<file path="src/rtl/dmw_multi.sv">
// dmw_multi: bank of LoongArch direct-mapped windows with a one-stage registered translation pipeline
// Ports: clk/rst_n (async active-low); csr_wr_en/idx/data (+csr_wr_mask when DMW_XCHG_EN is defined) write a window;
// csr_rd_idx/csr_rd_data read a window combinationally; req_valid/req_ready/req_va/req_plv take a lookup;
// resp_valid/resp_ready/resp_hit/resp_multi/resp_win/resp_pa/resp_mat return the registered result.
// Optional macro DMW_XCHG_EN: adds csr_wr_mask for masked (csrxchg) writes.
module dmw_multi #(
    parameter int NUM_WIN = 2,
    parameter int IDX_W   = 3
) (
    input  logic             clk,
    input  logic             rst_n,
    input  logic             csr_wr_en,
    input  logic [IDX_W-1:0] csr_wr_idx,
    input  logic [31:0]      csr_wr_data,
`ifdef DMW_XCHG_EN
    input  logic [31:0]      csr_wr_mask,
`endif
    input  logic [IDX_W-1:0] csr_rd_idx,
    output logic [31:0]      csr_rd_data,
    input  logic             req_valid,
    output logic             req_ready,
    input  logic [31:0]      req_va,
    input  logic [1:0]       req_plv,
    output logic             resp_valid,
    input  logic             resp_ready,
    output logic             resp_hit,
    output logic             resp_multi,
    output logic [IDX_W-1:0] resp_win,
    output logic [31:0]      resp_pa,
    output logic [1:0]       resp_mat
);
    localparam logic [31:0] FIELDS = 32'hEE00_0039;
    typedef enum logic {EMPTY, FULL} state_t;
    state_t state, state_nx;
    logic [31:0] win [NUM_WIN];
    logic [31:0] wr_mask;
    logic [NUM_WIN-1:0] hit;
    logic any_hit, multi_hit, load;
    logic [IDX_W-1:0] sel_idx;
    logic [2:0] sel_pseg;
    logic [1:0] sel_mat;
`ifdef DMW_XCHG_EN
    assign wr_mask = csr_wr_mask & FIELDS;
`else
    assign wr_mask = FIELDS;
`endif
    // Unwritable bits are always 0 in storage, so the merge degenerates to a plain overwrite when the mask is FIELDS.
    // Indices >= NUM_WIN match no window and are dropped.
    always_ff @(posedge clk or negedge rst_n)
        if (!rst_n)
            for (int i = 0; i < NUM_WIN; i++) win[i] <= '0;
        else
            for (int i = 0; i < NUM_WIN; i++)
                if (csr_wr_en && csr_wr_idx == IDX_W'(i))
                    win[i] <= (win[i] & ~wr_mask) | (csr_wr_data & wr_mask);
    always_comb begin
        csr_rd_data = '0;
        for (int i = 0; i < NUM_WIN; i++)
            if (csr_rd_idx == IDX_W'(i)) csr_rd_data = win[i];
    end
    // Walk from the highest index down so the lowest-index hit is the one left selected.
    always_comb begin
        hit = '0;
        any_hit = 1'b0;
        multi_hit = 1'b0;
        sel_idx = '0;
        sel_pseg = '0;
        sel_mat = '0;
        for (int i = NUM_WIN - 1; i >= 0; i--) begin
            hit[i] = req_va[31:29] == win[i][31:29] &&
                     ((req_plv == 2'd0 && win[i][0]) || (req_plv == 2'd3 && win[i][3]));
            if (hit[i]) begin
                multi_hit = multi_hit | any_hit;
                any_hit = 1'b1;
                sel_idx = IDX_W'(i);
                sel_pseg = win[i][27:25];
                sel_mat = win[i][5:4];
            end
        end
    end
    assign load = req_valid && req_ready;
    always_ff @(posedge clk or negedge rst_n)
        if (!rst_n) begin
            resp_hit <= 1'b0;
            resp_multi <= 1'b0;
            resp_win <= '0;
            resp_pa <= '0;
            resp_mat <= '0;
        end else if (load) begin
            resp_hit <= any_hit;
            resp_multi <= multi_hit;
            resp_win <= sel_idx;
            resp_pa <= any_hit ? {sel_pseg, req_va[28:0]} : req_va;
            resp_mat <= sel_mat;
        end
    always_ff @(posedge clk or negedge rst_n)
        if (!rst_n) state <= EMPTY;
        else state <= state_nx;
    always_comb
        state_nx = (state == EMPTY || resp_ready) ? (req_valid ? FULL : EMPTY) : FULL;
    always_comb begin
        resp_valid = state == FULL;
        req_ready = !resp_valid || resp_ready;
    end
endmodule
</file>
<file path="config.mk">
export PLATFORM = sky130hd
export DESIGN_NAME = dmw_multi
export DESIGN_NICKNAME = d
export VERILOG_FILES = /design/src/rtl/dmw_multi.sv
export SDC_FILE = /design/constraint.sdc
export NUM_CORES = 1
export LEC_CHECK = 0
export CAP_MARGIN = 20
export CORE_MARGIN = 3
export CORE_UTILIZATION = 42
export DETAILED_ROUTE_END_ITERATION = 12
export PLACE_DENSITY = 0.85
export SLEW_MARGIN = 20
export SYNTH_ARGS = -nofsm -noshare
export SYNTH_HDL_FRONTEND = slang
export SYNTH_SLANG_ARGS = --single-unit
</file>
<file path="constraint.sdc">
create_clock -name clk -period 3.7 [get_ports clk]
set_clock_uncertainty 0.05 [all_clocks]
set_input_delay 0.74 -clock clk [delete_from_list [all_inputs] [get_ports clk]]
set_output_delay 0.74 -clock clk [all_outputs]
set_load 0.005 [all_outputs]
</file>
==> flow_metrics.py <==
metrics = {
    "timing": {
        "setup-tns-final_ns": 0,
        "period_share_pct": 82.3,
        "timing.fmax_ghz": 0.329,
        "finalHoldViolCount": 0,
        "rsz0062_at_grt": "no",
        "worst_pin_slew_ns": 0.928,
        "setup_viol": 0,
        "final-max-slew-violation-count": 0,
        "max_slew_margin_pct": 38.1,
        "min_period_ns": 3.04,
    },
    "routing": {
        "vias_per_cell": 4.83,
        "route.detailed.drc": 0,
        "vias": 2189,
        "dr.pass1.iters": 4,
        "drt_iter0_markers": 57,
        "postRouteAntennaNets": 0,
        "wl_um": 6530,
        "drt-wirelength-per-cell_um": 14.4,
    },
    "yosys": {
        "synthCells": 267,
        "seq_area_frac_synth_pct": 53.1,
        "yosysTopAreaCellShare_pct": 53.1,
        "synthFlopType": "dfrtp_1",
        "yosysTopAreaCell": "dfrtp_1",
        "avgSynthCellArea_um2": 10.2,
        "netlist_area_um2": 2730,
        "async_reset_ff_share_pct": 100,
        "ys_ff_latch": 58,
        "synth_cell_types": 28,
        "yosys_warnings": 0,
        "synth-edff-count": 0,
        "synth_area_leaders": "dfrtp_1 (53%), nand2_1 (13%), mux2_2 (8.2%), buf_4 (6.6%), mux2i_1 (4.8%)",
    },
    "floorplan": {
        "start_util_pct": 44.8,
        "core_um2": 6100,
        "die_area_um2": 7510,
        "rows": 28,
        "die_h_um": 86.6,
        "io_pins": 150,
        "die_w_um": 86.6,
    },
    "final_layout": {
        "final_cells": 453,
        "mostFrequentLayoutCells": "clkdlybuf4s50_1 (102), nand2_1 (94), dfrtp_1 (58)",
        "post-route-util_pct": 64.7,
        "final_common_cell": "clkdlybuf4s50_1",
        "fin_nets": 451,
        "multi_input_area_um2": 1140,
        "diodes": 0,
        "fillCellCount": 498,
        "seq_area_um2": 1450,
        "synthToLayoutAreaGrowth_pct": 44.3,
        "drive_above_1_share_pct": 12.4,
    },
    "cts": {
        "post_cts_buffers": 0,
        "hold_buffers": 0,
        "cts_root_buffer": "clkbuf_8",
        "numCtsBuffers": 9,
        "cts_htree_levels": 3,
        "clock-sinks": 58,
        "cts_tree": "yes",
        "clk-insertion-delay-late_ns": 0.33,
        "cts_resized": 0,
        "clockBufferDepth": 2,
        "path_clk_slew_ns": 0.06,
    },
    "power_and_ir_drop": {
        "leakagePower_nw": 1.83,
        "totalPowerFinal_mw": 1.77,
        "ir_drop_uv": 272,
        "power_density_nw_per_um2": 449,
    },
    "place": {
        "dp_cells": 438,
        "portBuffers": 103,
        "place.gp.congestion": 0.780,
        "hpwl_um": 4900,
    },
    "critical_path": {
        "path_max_fanout": 10,
        "reg2reg_depth": 5,
        "worstSetupEndpointType": "output port",
        "critical_path_required_ns": 2.91,
        "crit_path_start_kind": "primary input",
        "path_class": "in2out",
        "critical_path_arrival_ns": 2.25,
    },
    "worst_hold_path": {
        "hold_path_depth": 2,
        "min_path_type": "reg2reg",
    },
    "grt": {
        "grt_pass1_wl_um": 10400,
        "antenna_found_initial": 0,
        "grt_max_degree": 43,
        "grt_overflow": 0,
        "grt_pass1_vias": 2135,
        "track_usage_pct": 18.1,
    },
    "run_status": {
        "status": "finished, final reports clean",
    },
    "run": {
        "drv_cap": 0,
    },
}
==> cells by family after synthesis <==
kind of cell / share of synthesized area (%)
simple gates: 18.5
other cells: 0.137
mux: 13.0
buf+inv: 8.75
compound gates: 4.54
flops: 53.1
xor+xnor: 1.92
==> through the flow <==
stage | hold WS (ns) | area (um^2) | worst slack (ns)
2_1_floorplan | 0.394 | 2820 | 1.57
6_report | 0.422 | 3940 | 0.657
3_3_place_gp | 0.409 | 3760 | 0.651
5_1_grt | 0.443 | 3940 | 0.589
4_1_cts | 0.426 | 3940 | 0.655
3_5_place_dp | 0.411 | 3760 | 0.669
==> synthesized netlist by cell type, types with 2 or more instances <==
cell type / number
buf_4: 24
o211ai_1: 3
nand2b_1: 2
nand3_1: 3
xnor2_1: 6
o22a_1: 2
dfrtp_1: 58
a21o_1: 2
mux2i_1: 13
buf_2: 11
mux2_2: 20
nor3b_1: 3
nor2_1: 11
o31ai_1: 2
nand2_1: 94
==> path summary, 6_finish.rpt <==
path	endpoint	start	slack, ns
max reg2reg	resp_pa[24]	resp_valid	2.14
min reg2reg	resp_pa[23]	resp_pa[23]	0.42
min	resp_pa[23]	resp_pa[23]	0.42
max in group asynchronous	resp_pa[18]	rst_n	2.32
min in group asynchronous	win[30]	rst_n	0.49
max	csr_rd_data[25]	csr_rd_idx[2]	0.66
==> power by group <==
group,internal [mW],leakage [nW],switching [mW]
sequential,0.735,0.708,0.0671
combinational,0.252,1.03,0.159
clock,0.324,0.0962,0.235
==> per-layer routing <==
metal	vias to the layer above	track usage [%]	share of wire, %
li1	1040	-	-
met1	1043	22.0	40
met2	97	30.0	50
met3	9	5.51	7.5
met4	0	7.22	1.8
met5	-	0	0
==> critical path: stages <==
cell,delay (ns)
clkdlybuf4s50_1,0.39
or2_2,0.41
nor2_1,0.19
clkdlybuf4s50_1,0.53
==> layout make-up <==
| class | count | share of cell area (%) |
|---|---|---|
| clock buffers | 12 | 3.68 |
| clock inverters | 3 | 1.02 |
| multi-input cells | 196 | 28.9 |
| flip-flops and latches | 58 | 36.8 |
| well taps | 75 | 2.38 |
| repair buffers | 109 | 27.2 |
==> registers in the layout, indices dropped and copies added, names as in the netlist <==
| signal | flops |
|---|---|
| win | 20 |
| resp_win | 1 |
| resp_multi | 1 |
| resp_pa | 32 |
| resp_valid | 1 |
| resp_hit | 1 |
| resp_mat | 2 |
Power figures use the tool's default switching activity.
